**config.mk**
```make
export PLATFORM = sky130hd
export DESIGN_NAME = setpoint_keypad
export DESIGN_NICKNAME = d
export VERILOG_FILES = /design/src/rtl/setpoint_keypad.sv
export SDC_FILE = /design/constraint.sdc
export NUM_CORES = 1
export LEC_CHECK = 0
export CELL_PAD_IN_SITES_DETAIL_PLACEMENT = 0
export CELL_PAD_IN_SITES_GLOBAL_PLACEMENT = 1
export CORE_MARGIN = 2
export CORE_UTILIZATION = 42
export CTS_CLUSTER_SIZE = 28
export DETAILED_ROUTE_END_ITERATION = 10
export PLACE_DENSITY = 0.84
export SLEW_MARGIN = 10
export SYNTH_ARGS = -nofsm -noshare
export SYNTH_HDL_FRONTEND = slang
export SYNTH_SLANG_ARGS = --single-unit
export TNS_END_PERCENT = 100
```
**constraint.sdc**
```tcl
create_clock -name clk -period 1.8 [get_ports clk]
set_input_delay 0.18 -clock clk [delete_from_list [all_inputs] [get_ports clk]]
set_output_delay 0.18 -clock clk [all_outputs]
set_load 0.01 [all_outputs]
```
**src/rtl/setpoint_keypad.sv**
```systemverilog
// Front-panel keypad: synchronizes and debounces UP/DN/OK buttons, steps a
// saturating edit setpoint with hold-to-repeat, and commits it to DT on OK.
module setpoint_keypad #(
    parameter int DEB_CYCLES  = 4,
    parameter int HOLD_CYCLES = 16,
    parameter int REP_CYCLES  = 8,
    parameter int T_MIN       = 5,
    parameter int T_MAX       = 30,
    parameter int T_RESET     = 8
) (
    input  logic       clk,
    input  logic       rst,
    input  logic       BTN_UP,
    input  logic       BTN_DN,
    input  logic       BTN_OK,
    output logic [4:0] DT_EDIT,
    output logic [4:0] DT,
    output logic       CONF,
    output logic       DIRTY
);

    localparam int CW      = $clog2(DEB_CYCLES + 1);
    localparam int TLIM    = (HOLD_CYCLES > REP_CYCLES) ? HOLD_CYCLES : REP_CYCLES;
    localparam int TW      = $clog2(TLIM + 1);
    localparam int B_UP    = 0;
    localparam int B_DN    = 1;
    localparam int B_OK    = 2;

    typedef enum logic [1:0] {IDLE, HOLD, REPEAT, BLOCK} state_t;

    function automatic logic [4:0] sat_step(input logic [4:0] v, input logic up);
        logic [4:0] r;
        if (up) begin
            r = (v >= 5'(T_MAX)) ? 5'(T_MAX) : v + 5'd1;
        end else begin
            r = (v <= 5'(T_MIN)) ? 5'(T_MIN) : v - 5'd1;
        end
        return r;
    endfunction

    logic [2:0]         sync1_q, sync1_d;
    logic [2:0]         sync2_q, sync2_d;
    logic [2:0]         stb_q, stb_d;
    logic [2:0]         prev_q, prev_d;
    logic [2:0][CW-1:0] cnt_q, cnt_d;

    state_t             state_q, state_d;
    logic               dir_q, dir_d;
    logic [TW-1:0]      timer_q, timer_d;
    logic [4:0]         edit_q, edit_d;
    logic [4:0]         dt_q, dt_d;
    logic               conf_q, conf_d;

    logic up_lvl, dn_lvl, up_rise, dn_rise, ok_rise, act_lvl, opp_lvl;

    // Input conditioning: two-flop synchronizer then a per-button stability counter
    always_comb begin
        sync1_d = {BTN_OK, BTN_DN, BTN_UP};
        sync2_d = sync1_q;
        prev_d  = stb_q;
        stb_d   = stb_q;
        cnt_d   = cnt_q;
        for (int i = 0; i < 3; i++) begin
            if (sync2_q[i] != stb_q[i]) begin
                if (cnt_q[i] == CW'(DEB_CYCLES - 1)) begin
                    stb_d[i] = sync2_q[i];
                    cnt_d[i] = '0;
                end else begin
                    cnt_d[i] = cnt_q[i] + 1'b1;
                end
            end else begin
                cnt_d[i] = '0;
            end
        end
    end

    assign up_lvl  = stb_q[B_UP];
    assign dn_lvl  = stb_q[B_DN];
    assign up_rise = stb_q[B_UP] & ~prev_q[B_UP];
    assign dn_rise = stb_q[B_DN] & ~prev_q[B_DN];
    assign ok_rise = stb_q[B_OK] & ~prev_q[B_OK];
    assign act_lvl = dir_q ? up_lvl : dn_lvl;
    assign opp_lvl = dir_q ? dn_lvl : up_lvl;

    // Step FSM and commit; DT samples the edit register before any same-cycle step
    always_comb begin
        state_d = state_q;
        dir_d   = dir_q;
        timer_d = timer_q;
        edit_d  = edit_q;
        dt_d    = dt_q;
        conf_d  = 1'b0;

        case (state_q)
            IDLE: begin
                if (up_lvl && dn_lvl) begin
                    state_d = BLOCK;
                end else if (up_rise) begin
                    edit_d  = sat_step(edit_q, 1'b1);
                    dir_d   = 1'b1;
                    timer_d = '0;
                    state_d = HOLD;
                end else if (dn_rise) begin
                    edit_d  = sat_step(edit_q, 1'b0);
                    dir_d   = 1'b0;
                    timer_d = '0;
                    state_d = HOLD;
                end
            end
            HOLD, REPEAT: begin
                if (opp_lvl) begin
                    state_d = BLOCK;
                end else if (!act_lvl) begin
                    state_d = IDLE;
                end else if ((state_q == HOLD   && timer_q == TW'(HOLD_CYCLES - 1)) ||
                             (state_q == REPEAT && timer_q == TW'(REP_CYCLES - 1))) begin
                    edit_d  = sat_step(edit_q, dir_q);
                    timer_d = '0;
                    state_d = REPEAT;
                end else begin
                    timer_d = timer_q + 1'b1;
                end
            end
            BLOCK: begin
                if (!up_lvl && !dn_lvl) begin
                    state_d = IDLE;
                end
            end
            default: state_d = IDLE;
        endcase

        if (ok_rise) begin
            dt_d   = edit_q;
            conf_d = 1'b1;
        end
    end

    always_ff @(posedge clk or negedge rst) begin
        if (!rst) begin
            sync1_q <= '0;
            sync2_q <= '0;
            stb_q   <= '0;
            prev_q  <= '0;
            cnt_q   <= '0;
            state_q <= IDLE;
            dir_q   <= 1'b0;
            timer_q <= '0;
            edit_q  <= 5'(T_RESET);
            dt_q    <= 5'(T_RESET);
            conf_q  <= 1'b0;
        end else begin
            sync1_q <= sync1_d;
            sync2_q <= sync2_d;
            stb_q   <= stb_d;
            prev_q  <= prev_d;
            cnt_q   <= cnt_d;
            state_q <= state_d;
            dir_q   <= dir_d;
            timer_q <= timer_d;
            edit_q  <= edit_d;
            dt_q    <= dt_d;
            conf_q  <= conf_d;
        end
    end

    assign DT_EDIT = edit_q;
    assign DT      = dt_q;
    assign CONF    = conf_q;
    assign DIRTY   = (edit_q != dt_q);

endmodule

```
==> reports/summary.txt, run 1 <==
outcome = finished with violations
core outline area = 0.00482 mm^2
Synth Area per Inst = 11.3 um^2
Die X-Extent = 75.2 um
H-Tree Level Count = 2
share of flip-flops with an asynchronous set or reset after synthesis = 1.00
endpoint type of the worst setup path = flop
Routed WL = 3930 um
antenna diode count = 0
row count = 25
WL/cell = 12.8 um
count of TritonRoute iterations in the first routing pass = 4
number of failing setup endpoints in the final timing report = 1
Top FF cell, synth = sky130_fd_sc_hd__dfrtp_1
combined global-route utilization of all metal layers = 0.155
category of the worst setup path launch point = flop
Power Total = 0.00564 W
clock root buffer = sky130_fd_sc_hd__clkbuf_8
portion of the clock cycle consumed by the worst path in the final layout = 1.01
internal power consumption = 0.00350 W
number of slew-limit violations in the final report = 0
Hold Worst Slack = 0.318 ns
unrepaired setup endpoints after global routing = true
data required time of the critical path = 1.98 ns
DIE AREA = 0.00566 mm^2
switching power of the nets = 0.00214 W
fraction of layout cells with a size suffix above 1 = 0.357
Power per Cell Area = 1980 mW/mm^2
count of flip-flops with a built-in enable after synthesis = 0
Maximum Capacitance Violations = 0
count of routing violations after the opening detailed-route iteration = 47
fin worst setup slack = -0.0205 ns
distinct cell type count after synthesis = 53
post-DR vias/cell = 4.95
clock tree sinks = 40
power share of the combinational group = 0.594
Syn-to-layout area delta = 33.7%
normalized max-slew margin = 0.685
Yosys warning count = 0
class of the worst hold path = primary input to flop
final cell area excluding filler cells = 0.00285 mm^2
core occupancy in the finished layout = 0.591
starting density of the core = 0.442
via count of the first global-routing pass = 1436
violated checks = negative setup slack
post-synthesis register bit count = 40
number of nets with antenna violations after detailed routing = 0
aggregate global routing overflow = 0
number of clock buffers inserted by TritonCTS = 5
I/O Pins = 17
CTS tree = yes
maximum vdd drop = 1.30 mV
number of nets produced by synthesis = 207
detailed placer's ending HPWL = 2670 um
total placed cells including tap cells = 281
number of fillers in the final layout = 429
number of hold violations in the final report = 0
number of antenna violations at the first check in global routing = 0
final cell count without fillers = 308
total number of nets in the final design = 259
post-synthesis sequential area ratio = 0.471
Max Fanout on Critical Path = 4
peak clock frequency supported by timing = 549 MHz
Flop pwr share = 0.267
clock share of power = 0.138
worst setup path class = flop to flop
switching part of the total = 0.380
vias after detailed routing = 1525
Synth Cell Area = 0.00213 mm^2
transition time at the pin with the least slew margin = 0.472 ns
leakage = 1.27 nW
drc violations = 0
maximum number of pins on one net before global-route repair = 23
Chip Height = 75.2 um
cell count after synthesis = 188
total of buffers placed on input and output ports = 16
CTS clock-pin slew for the worst setup and hold paths = 0.08 ns
worst clock skew = 0.0132 ns
Routability Congestion = 0.870
largest buffer count on any clock path = 2
worst skew pair latency = 0.30 ns
global-route wire length before repair = 6470 um
CP Data Arrival Time = 2.00 ns
Cell Area, Placed = 0.00249 mm^2
clock period minus final worst setup slack = 1.82 ns
==> registers in the layout, summed over array words and instances, names as in the netlist <==
name and cells:
DT_EDIT 5, state_q 2, prev_d 3, prev_q 3
DT 5, cnt_q 9, sync1_q 3, timer_q 5
dir_q 1, CONF 1, sync2_q 3
==> power by group through the flow <==
stage / registers [W] / logic, W / clock network [W]
after floorplan: 0.00146 / 0.00189 / 0
after global placement: 0.00154 / 0.00261 / 0
after detailed placement: 0.00156 / 0.00266 / 0
after CTS: 0.00150 / 0.00284 / 0.000802
after global routing: 0.00156 / 0.00370 / 0.000833
final: 0.00151 / 0.00335 / 0.000781
==> layout make-up <==
type	instances	area, um^2	share of cell area
Clock buffer	6	82.6	0.0290
Clock inverter	2	38.8	0.0136
Inverter	9	33.8	0.0119
Multi-Input combinational cell	130	1130	0.398
Sequential cell	40	1010	0.353
Tap cell	67	83.8	0.0295
Timing Repair Buffer	54	469	0.165
==> layer usage <==
metal | GRT usage | part of all wire | wire, um
met1 | 0.197 | 0.47 | 1840
met2 | 0.249 | 0.49 | 1920
met3 | 0.0402 | 0.027 | 106
met4 | 0.0702 | 0.018 | 69
met5 | 0 | 0 | 0
==> critical path, stage by stage (launching register included) <==
cell and delay [ns]:
sky130_fd_sc_hd__dfrtp_1 0.39, sky130_fd_sc_hd__ha_2 0.19, sky130_fd_sc_hd__and3_4 0.18, sky130_fd_sc_hd__ha_4 0.16, sky130_fd_sc_hd__a21boi_4 0.18, sky130_fd_sc_hd__o21ai_4 0.10, sky130_fd_sc_hd__o211ai_2 0.20, sky130_fd_sc_hd__mux2_4 0.31
==> cells in the final DEF, fill, tap and decap left out, types with 2 or more instances in the layout <==
| cell type | instances |
|---|---|
| sky130_fd_sc_hd__clkbuf_8 | 6 |
| sky130_fd_sc_hd__clkdlybuf4s50_1 | 14 |
| sky130_fd_sc_hd__o21ai_0 | 2 |
| sky130_fd_sc_hd__a21oi_1 | 5 |
| sky130_fd_sc_hd__o22ai_1 | 2 |
| sky130_fd_sc_hd__dfrtp_1 | 36 |
| sky130_fd_sc_hd__buf_6 | 4 |
| sky130_fd_sc_hd__o21ai_1 | 3 |
| sky130_fd_sc_hd__nand3_1 | 8 |
| sky130_fd_sc_hd__and3_4 | 2 |
| sky130_fd_sc_hd__o211ai_2 | 2 |
| sky130_fd_sc_hd__nand3b_1 | 2 |
| sky130_fd_sc_hd__inv_1 | 7 |
| sky130_fd_sc_hd__dfstp_2 | 2 |
| sky130_fd_sc_hd__nor2b_1 | 3 |
| sky130_fd_sc_hd__ha_4 | 3 |
| sky130_fd_sc_hd__nand2_1 | 10 |
| sky130_fd_sc_hd__mux2_4 | 2 |
| sky130_fd_sc_hd__nor3b_1 | 6 |
| sky130_fd_sc_hd__dfrtp_2 | 2 |
| sky130_fd_sc_hd__xor2_1 | 3 |
| sky130_fd_sc_hd__inv_2 | 2 |
| sky130_fd_sc_hd__o31ai_2 | 2 |
| sky130_fd_sc_hd__o31ai_1 | 2 |
| sky130_fd_sc_hd__mux2_2 | 9 |
| sky130_fd_sc_hd__buf_4 | 32 |
| sky130_fd_sc_hd__nor2_1 | 10 |
| sky130_fd_sc_hd__nor3_1 | 4 |
| sky130_fd_sc_hd__mux2i_1 | 2 |
| sky130_fd_sc_hd__xnor2_1 | 5 |
| sky130_fd_sc_hd__ha_1 | 10 |
| sky130_fd_sc_hd__nand2b_1 | 5 |
==> cells by family (layout without fill, tap and decap cells) <==
group | count (synthesis) | in the layout | synth area share
AND/OR/NAND/NOR | 61 | 61 | 0.170
flip-flops | 40 | 40 | 0.471
AO/OA/AOI/OAI | 34 | 34 | 0.134
buffers and inverters | 18 | 71 | 0.0423
adder cells (fa/ha/maj) | 14 | 14 | 0.0823
multiplexers | 13 | 13 | 0.0676
XOR/XNOR | 8 | 8 | 0.0329
==> synth_stat cells (all sizes together) (4+ instances only) <==
master	count	area (um^2)
dfrtp	38	951
ha	14	175
mux2	11	124
nand2	11	48.8
nor2	11	41.3
inv	9	33.8
nand3	9	50.1
nor3b	7	57.6
o21ai	7	46.3
a21oi	6	33.8
buf	6	45.0
nand2b	5	31.3
nor3	5	30.0
xnor2	5	43.8
nor2b	4	32.5
o31ai	4	30.0
==> final timing paths <==
check / cells past startpoint / startpoint / to / slack, ns
max reg2reg: 7 / timer_q[0] / state_q[0] / -0.02
min: 1 / BTN_DN / sync1_q[1] / 0.32
min reg2reg: 0 / sync1_q[0] / sync2_q[0] / 0.35
min in group asynchronous: 2 / rst / DT[0] / 0.36
max: 7 / timer_q[0] / state_q[0] / -0.02
max in group asynchronous: 3 / rst / timer_q[0] / 0.96
==> through the flow <==
stage	setup TNS (ns)	setup slack (ns)
after global placement	-0.00993	-0.00993
after detailed placement	-0.0539	-0.0309
after CTS	-0.0224	-0.0224
after floorplan	-0.00849	-0.00849
final	-0.0205	-0.0205
after global routing	-0.358	-0.0878
==> what timing repair did <==
item / in CTS / in global routing
pin swaps: 1 / 10
resized for setup: 4 / 21
setup endpoints to repair: 5 / 11
endpoints found under the hold margin: 16 / 0
setup buffers: 8 / 10
hold buffers: 1 / 0
Power figures use the tool's default switching activity.
==> inputs of run 2 (changes only) <==
CELL_PAD_IN_SITES_DETAIL_PLACEMENT = 1   (was 0)
CELL_PAD_IN_SITES_GLOBAL_PLACEMENT = 2   (was 1)
CORE_UTILIZATION = 35   (was 42)
==> reports/summary.txt, run 2 (same netlist as run 1, synthesis figures left out) <==
largest buffer count on any clock path = 2 (unchanged)
aggregate global routing overflow = 0 (unchanged)
most frequent cells in the layout = sky130_fd_sc_hd__dfrtp_1 (36), sky130_fd_sc_hd__buf_4 (29), sky130_fd_sc_hd__clkdlybuf4s50_1 (14)
CP Data Arrival Time = 2.00 ns (about the same)
row count = 28 (+12%)
detailed placer's ending HPWL = 3280 um (+23%)
number of antenna violations at the first check in global routing = 0 (unchanged)
count of routing violations after the opening detailed-route iteration = 62 (+32%)
portion of the clock cycle consumed by the worst path in the final layout = 1.01 (-0.00329)
count of TritonRoute iterations in the first routing pass = 4 (unchanged)
met3 routed wirelength = 116 um (+9.4%)
via count of the first global-routing pass = 1676 (+17%)
number of fillers in the final layout = 629 (+47%)
H-Tree Level Count = 2 (unchanged)
post-DR vias/cell = 5.08 (+2.7%)
I/O Pins = 17 (unchanged)
Max Fanout on Critical Path = 4 (unchanged)
CTS tree = yes
drc violations = 0 (unchanged)
transition time at the pin with the least slew margin = 0.497 ns (+0.0253 ns)
category of the worst setup path launch point = flop
starting density of the core = 0.362 (-0.0803)
r2r startpoint = timer_q[1]
number of nets with antenna violations after detailed routing = 0 (unchanged)
Chip Height = 82 um (+9.0%)
outcome = finished with violations
cell depth of the worst hold path = 1 (unchanged)
maximum number of pins on one net before global-route repair = 23 (unchanged)
clock tree sinks = 40 (unchanged)
WL/cell = 15.3 um (+20%)
worst reg2reg path endpoint = state_q[0]
combined global-route utilization of all metal layers = 0.164 (+0.00892)
fin worst setup slack = -0.0146 ns (+0.00592 ns)
worst path buffer plus inverter count = 0 (unchanged)
peak clock frequency supported by timing = 551 MHz (+0.33%)
global-route wire length before repair = 8090 um (+25%)
fraction of layout cells with a size suffix above 1 = 0.346 (-0.0109)
routed length on met1 = 1980 um (+7.6%)
Post-Place Setup Slack = -0.0790 ns (-0.0481 ns)
data required time of the critical path = 1.99 ns (about the same)
core outline area = 0.00589 mm^2 (+22%)
DIE AREA = 0.00672 mm^2 (+19%)
end point of the most critical hold path = sync1_q[2]
endpoint type of the worst setup path = flop
class of the worst hold path = primary input to flop
violated checks = negative setup slack
clock root buffer = sky130_fd_sc_hd__clkbuf_8
number of failing setup endpoints in the final timing report = 1 (unchanged)
slowest library cell on the worst path = sky130_fd_sc_hd__dfrtp_1
family with the most delay on the worst path = compound AO/OA/AOI/OAI gates
normalized max-slew margin = 0.668 (-0.0169)
vias after detailed routing = 1586 (+4.0%)
number of slew-limit violations in the final report = 0 (unchanged)
leakage = 1.24 nW (-2.6%)
maximum vdd drop = 0.829 mV (-36%)
number of clock buffers inserted by TritonCTS = 5 (unchanged)
Routability Congestion = 0.745 (-14%)
Hold Worst Slack = 0.313 ns (-0.00442 ns)
worst clock skew = 0.00665 ns (-0.00658 ns)
CTS clock-pin slew for the worst setup and hold paths = 0.09 ns (about the same)
top layer in use = met4
worst skew pair latency = 0.30 ns (about the same)
number of hold violations in the final report = 0 (unchanged)
total placed cells including tap cells = 293 (+4.3%)
total of buffers placed on input and output ports = 16 (unchanged)
commonest non-fill, non-tap cell in the layout = sky130_fd_sc_hd__dfrtp_1
length of routed met2 wiring = 2530 um (+32%)
slowest cell delay on critical path = 0.39 ns (about the same)
final cell count without fillers = 312 (+1.3%)
crit-path cells = ha_2 > and3_4 > ha_4 > a21boi_4 > o21ai_4 > o211ai_2 > mux2_4
Syn-to-layout area delta = 32.1%
launch instance of the worst min-delay path = BTN_OK
core occupancy in the finished layout = 0.478 (-0.113)
register name with the most flops = cnt_q
unrepaired setup endpoints after global routing = true
minimum setup slack among reg-to-reg paths = -0.01 ns (about the same)
Die X-Extent = 82 um (+9.0%)
worst setup path class = flop to flop
Reg2Reg Depth = 7 (unchanged)
total number of nets in the final design = 255 (-1.5%)
antenna diode count = 0 (unchanged)
Maximum Capacitance Violations = 0 (unchanged)
flip-flop count of the largest register after layout = 9 (unchanged)
Routed WL = 4760 um (+21%)
Power per Cell Area = 1980 mW/mm^2 (about the same)
clock period minus final worst setup slack = 1.81 ns (-0.00592 ns)
-- run 2: through the flow --
stage	power (W)	area [um^2]	setup TNS, ns
final	0.00557	2810	-0.0146
after global routing	0.00603	2810	-0.259
after CTS	0.00535	2730	-0.0146
after detailed placement	0.00440	2530	-0.101
after global placement	0.00431	2530	0
after floorplan	0.00334	2160	-0.00849
-- run 2: area by class of cell --
class | count | area, um^2 | share of cell area
multi-input cells | 130 | 1130 | 0.401
flip-flops and latches | 40 | 1010 | 0.358
repair buffers | 50 | 435 | 0.155
well taps | 75 | 93.8 | 0.0334
clock buffers | 5 | 68.8 | 0.0245
clock inverters | 3 | 46.3 | 0.0165
inverters | 9 | 33.8 | 0.0120
-- run 2: what timing repair did --
| item | CTS | global route |
|---|---|---|
| endpoints found under the hold margin | 16 | 0 |
| endpoints found under the setup margin | 9 | 12 |
| hold buffers | 1 | 0 |
| buffers inserted | 6 | 4 |
| gates resized for setup | 8 | 14 |
| gates cloned | 0 | 0 |
| pin swaps | 1 | 5 |
-- run 2: worst max path at each step --
stage | startpoint | end | slack [ns] | cells past startpoint
floorplan | timer_q[1] | state_q[0] | -0.008 | 7
global placement | timer_q[1] | state_q[0] | 0.003 | 7
detailed placement | state_q[0] | DT_EDIT[2] | -0.08 | 7
CTS | timer_q[1] | state_q[0] | -0.01 | 7
global route | timer_q[1] | state_q[0] | -0.08 | 7
finish | timer_q[1] | state_q[0] | -0.01 | 7
-- run 2: metal layers --
| metal | track usage | vias up |
|---|---|---|
| met3 | 0.0341 | 11 |
| met5 | 0 | - |
| met4 | 0.0967 | 0 |
| met2 | 0.293 | 22 |
| met1 | 0.177 | 796 |
| li1 | - | 757 |
-- run 2: report_power, final --
| part | internal [W] | switching [W] |
|---|---|---|
| sequential | 0.00121 | 0.000315 |
| clock | 0.000418 | 0.000345 |
| combinational | 0.00172 | 0.00156 |
| total | 0.00335 | 0.00222 |
==> RTL change 1 (flow settings as in run 1) <==
Encoding of `state_t`: now one-hot (4 bits for 4 states).
--- a/src/rtl/setpoint_keypad.sv
+++ b/src/rtl/setpoint_keypad.sv
@@ -26,7 +26,7 @@
     localparam int B_DN    = 1;
     localparam int B_OK    = 2;
 
-    typedef enum logic [1:0] {IDLE, HOLD, REPEAT, BLOCK} state_t;
+    typedef enum logic [3:0] {IDLE = 4'b0001, HOLD = 4'b0010, REPEAT = 4'b0100, BLOCK = 4'b1000} state_t;
 
     function automatic logic [4:0] sat_step(input logic [4:0] v, input logic up);
         logic [4:0] r;
Function: no difference found for any inputs over 10 cycles, from zero or initial values and one cycle with rst low; not proved beyond that.
==> RTL change 1 against run 1 <==
- the run still ends with setup timing left
- die area is 0.99% lower
- worst setup slack got worse by 0.14 ns
- power down 23%
- routed wire length up 3.3%
- non-clock buffer count fell by 7
- via count rose by 3.2%
- sequential cell count is 2 higher
- synthesized area fell by 1.1%
- first-iteration DRC count is 150% higher
- sequential power fell by 4%
- count of clock-buffer cells in the layout is 1 lower
- design area decreased by 3.6%
- largest cell class unchanged
==> RTL change 1: results (changes against run 1) <==
[place]
dp.cells=294  ; +4.6%
gp_congestion=0.834  ; -4.1%
place_area_mm2=0.00255  ; +2.3%

[layout]
buf_share_pct=14.5  ; -2.0 points
seq_share_pct=38.5  ; +3.1 points
fillCellCount=395  ; -7.9%
fin_area_mm2=0.00275  ; -3.6%
fin_nets=249  ; -3.9%
multi_input_area_mm2=0.00106  ; -6.3%
drive_gt1_share_pct=30.9  ; -4.8 points

[min_path]
min_to=sync1_q[2]
min_from=BTN_OK

[setup_path]
max_stage_delay_ns=0.53  ; +0.14 ns
r2r_cells=5  ; -2
r2r-end=DT_EDIT[4]
cpMaxStageDelayCell=dfstp_2
crit_start=state_q[0]

[timing]
fin_skew_ns=0.0101  ; -0.00314 ns
relSlewSlack_pct=65.2  ; -3.3 points
setup_ws_ns=-0.158  ; -0.137 ns
finalSetupTns_ns=-0.973  ; -0.952 ns
setup_viol=10  ; +9

[clock_tree]
post-cts-setup-buffers=0  ; -8

[routing]
routed_via_density=5.19  ; +4.9%
m1WireLength_mm=1.91  ; +4.1%
met3_length_um=101  ; -4.7%
drtIter0Drc=116  ; +150%
wl_met2_mm=1.98  ; +3.5%
wl_per_cell_um=13.4  ; +5.0%

[power_and_ir_drop]
vdd_drop_max_mv=0.762  ; -41%
p_int_w=0.00274  ; -22%
power_density_mw_per_mm2=1570  ; -21%

[global_routing]
gr-usage-met3_pct=2.81  ; -1.2 points
use_met2_pct=25.4  ; +0.58 points

[yosys]
syn-num-nets=203  ; -1.9%
ys_types=47  ; -11%

[floorplan]
core_mm2=0.00479  ; -0.65%

[run_status]
outcome=finished with violations
violations=setup timing

==> RTL change 1: cell types whose count changed in the layout (fill, tap and decap cells not counted), moves of 3 or more <==
cell             run 1  this run
buf_4               32        28
nand2_1             10        14
a21oi_1              5         8
ha_1                10         7
nand2b_1             5         2
nor2_1              10         7
nor4b_1              0         3
o21ai_0              2         5
o21ai_2              1         4
==> RTL change 1: cells by family (layout without fill, tap and decap cells) <==
kind of cell	count (synthesis)	after routing	synth area share, %
xor gates and xnor gates	11	11	4.57
muxes	12	12	6.24
buffers and inverters	17	64	4.10
DFF	42	42	50.1
AOI/OAI and AO/OA	37	37	12.8
and+or+nand+nor	61	61	16.9
adders and majority gates	9	9	5.34
==> RTL change 1: what timing repair did <==
item / CTS / global route
hold endpoints to repair: 20 / 0
pin swaps: 6 / 2
cloned: 0 / 0
gates resized for setup: 12 / 7
endpoints found under the setup margin: 13 / 13
hold buffers: 1 / 0
==> RTL change 2 (config.mk and constraints of run 1) <==
Made on the original files. Change the parameter `HOLD_CYCLES` from 16 to 32.
--- a/src/rtl/setpoint_keypad.sv
+++ b/src/rtl/setpoint_keypad.sv
@@ -2,7 +2,7 @@
 // saturating edit setpoint with hold-to-repeat, and commits it to DT on OK.
 module setpoint_keypad #(
     parameter int DEB_CYCLES  = 4,
-    parameter int HOLD_CYCLES = 16,
+    parameter int HOLD_CYCLES = 32,
     parameter int REP_CYCLES  = 8,
     parameter int T_MIN       = 5,
     parameter int T_MAX       = 30,
Function: same outputs for any inputs over 10 cycles, from zero or initial values and one cycle with rst low; that may be too few to reach the edited logic, so the function may still have changed.
==> RTL change 2 against run 1 <==
- routed wire length up 0.92%
- sequential cell count up 1
- synthesized area up 1.0%
- design area down 6.1%
- worst setup slack better by 0.021 ns
- clock power down 5.6%
- final cell count down 4.9%
- power down 17%
- synthesized cell count down 1.6%
==> RTL change 2: results (changes against run 1) <==
[run_status]
outcome=completed

[place]
place_area_mm2=0.00247  ; -0.70%
dp.cells=279  ; -0.71%
gp_congestion=0.856  ; -1.6%
dp_hpwl_mm=2.62  ; -2.1%
post-place-ws_ns=-0.0119  ; +0.0190 ns

[routing]
routed_wl_mm=3.97  ; +0.92%
num_vias=1476  ; -3.2%
drtIter0Drc=80  ; +70%
m1WireLength_mm=1.90  ; +3.5%
met3_length_um=154  ; +45%
wl_met2_mm=1.87  ; -2.6%

[yosys]
syn-num-nets=203  ; -1.9%
synth_compound_area_share_pct=12.3  ; -1.1 points
synthMuxAreaShare_pct=7.62  ; +0.86 points
synth-xor-area-share_pct=4.07  ; +0.78 points
ys_seq_area_share_pct=47.8  ; +0.70 points
syn-instance-count=185  ; -1.6%
yosys.area_share.adder_pct=7.56  ; -0.66 points
ys_top_cells_by_count=39 x dfrtp_1, 13 x ha_1, 11 x mux2_2, 9 x a21oi_1

[setup_path]
crit_fanout=7  ; +3
arrival_ns=1.98  ; -0.02 ns
cpMaxStageDelayCell=a311o_4
max_stage_delay_ns=0.41  ; +0.02 ns

[power_and_ir_drop]
pg_seq_w=0.00147  ; -3%
clockPowerShare_pct=15.6  ; +1.8 points
leakagePower_nw=1.21  ; -4.2%
p_int_w=0.00295  ; -16%
power_density_mw_per_mm2=1760  ; -11%
vdd_drop_max_mv=0.989  ; -24%

[clock_tree]
clkLatencyLatePin_ns=0.29
clock-sinks=41  ; +2.5%
root_buffer=clkbuf_8

[timing]
relSlewSlack_pct=66.6  ; -1.9 points
fin_skew_ns=0.00526  ; -0.00798 ns

[global_routing]
use_met2_pct=24.7  ; -0.12 points
grt_use_total_pct=15.6  ; +0.15 points
grt_max_degree=42  ; +83%
grt_pass1_wl_mm=6.73  ; +3.9%
gr-usage-met3_pct=4.50  ; +0.48 points
grt_antenna_before_repair=0  ; unchanged
met1_usage_pct=21.0  ; +1.3 points

[layout]
n_sequential_cell=41  ; +2.5%
fillCellCount=453  ; +5.6%
multi_input_area_share_pct=41.1  ; +1.3 points
n_all_buffers=37  ; -31%
n_all_inverters=7  ; -2
drive_gt1_share_pct=29.1  ; -6.5 points
clock_tree_area_fraction_pct=4.17  ; -0.097 points
multi_input_area_mm2=0.00110  ; -3.1%
fin_nets=240  ; -7.3%
buf_share_pct=12.0  ; -4.5 points
seq_share_pct=38.5  ; +3.2 points
finalNonFillerCells=293  ; -4.9%

==> RTL change 2: logic make-up after synthesis <==
logic type / after synthesis
compound gates: 35
simple gates: 56
flops: 41
xor+xnor: 10
mux: 15
buf+inv: 15
fa+ha+maj: 13
==> RTL change 2: repair_timing <==
action	CTS	global route
pin swaps	0	1
endpoints found under the setup margin	2	12
hold buffers	1	0
gates cloned	1	0
resized for setup	2	12
buffers inserted	1	3
hold endpoints to repair	39	0
==> RTL change 2: path summary, 6_finish.rpt <==
| kind | slack (ns) | cells after the start | to | start |
|---|---|---|---|---|
| worst max-delay path | 0.00002 | 6 | timer_q[0] | state_q[1] |
| worst min-delay path | 0.32 | 1 | sync1_q[1] | BTN_DN |
| worst max register to register | 0.00002 | 6 | timer_q[0] | state_q[1] |
| worst min register to register | 0.35 | 0 | sync2_q[2] | sync1_q[2] |
| max in group asynchronous | 0.95 | 3 | DT_EDIT[0] | rst |
| min in group asynchronous | 0.47 | 3 | cnt_q[5] | rst |
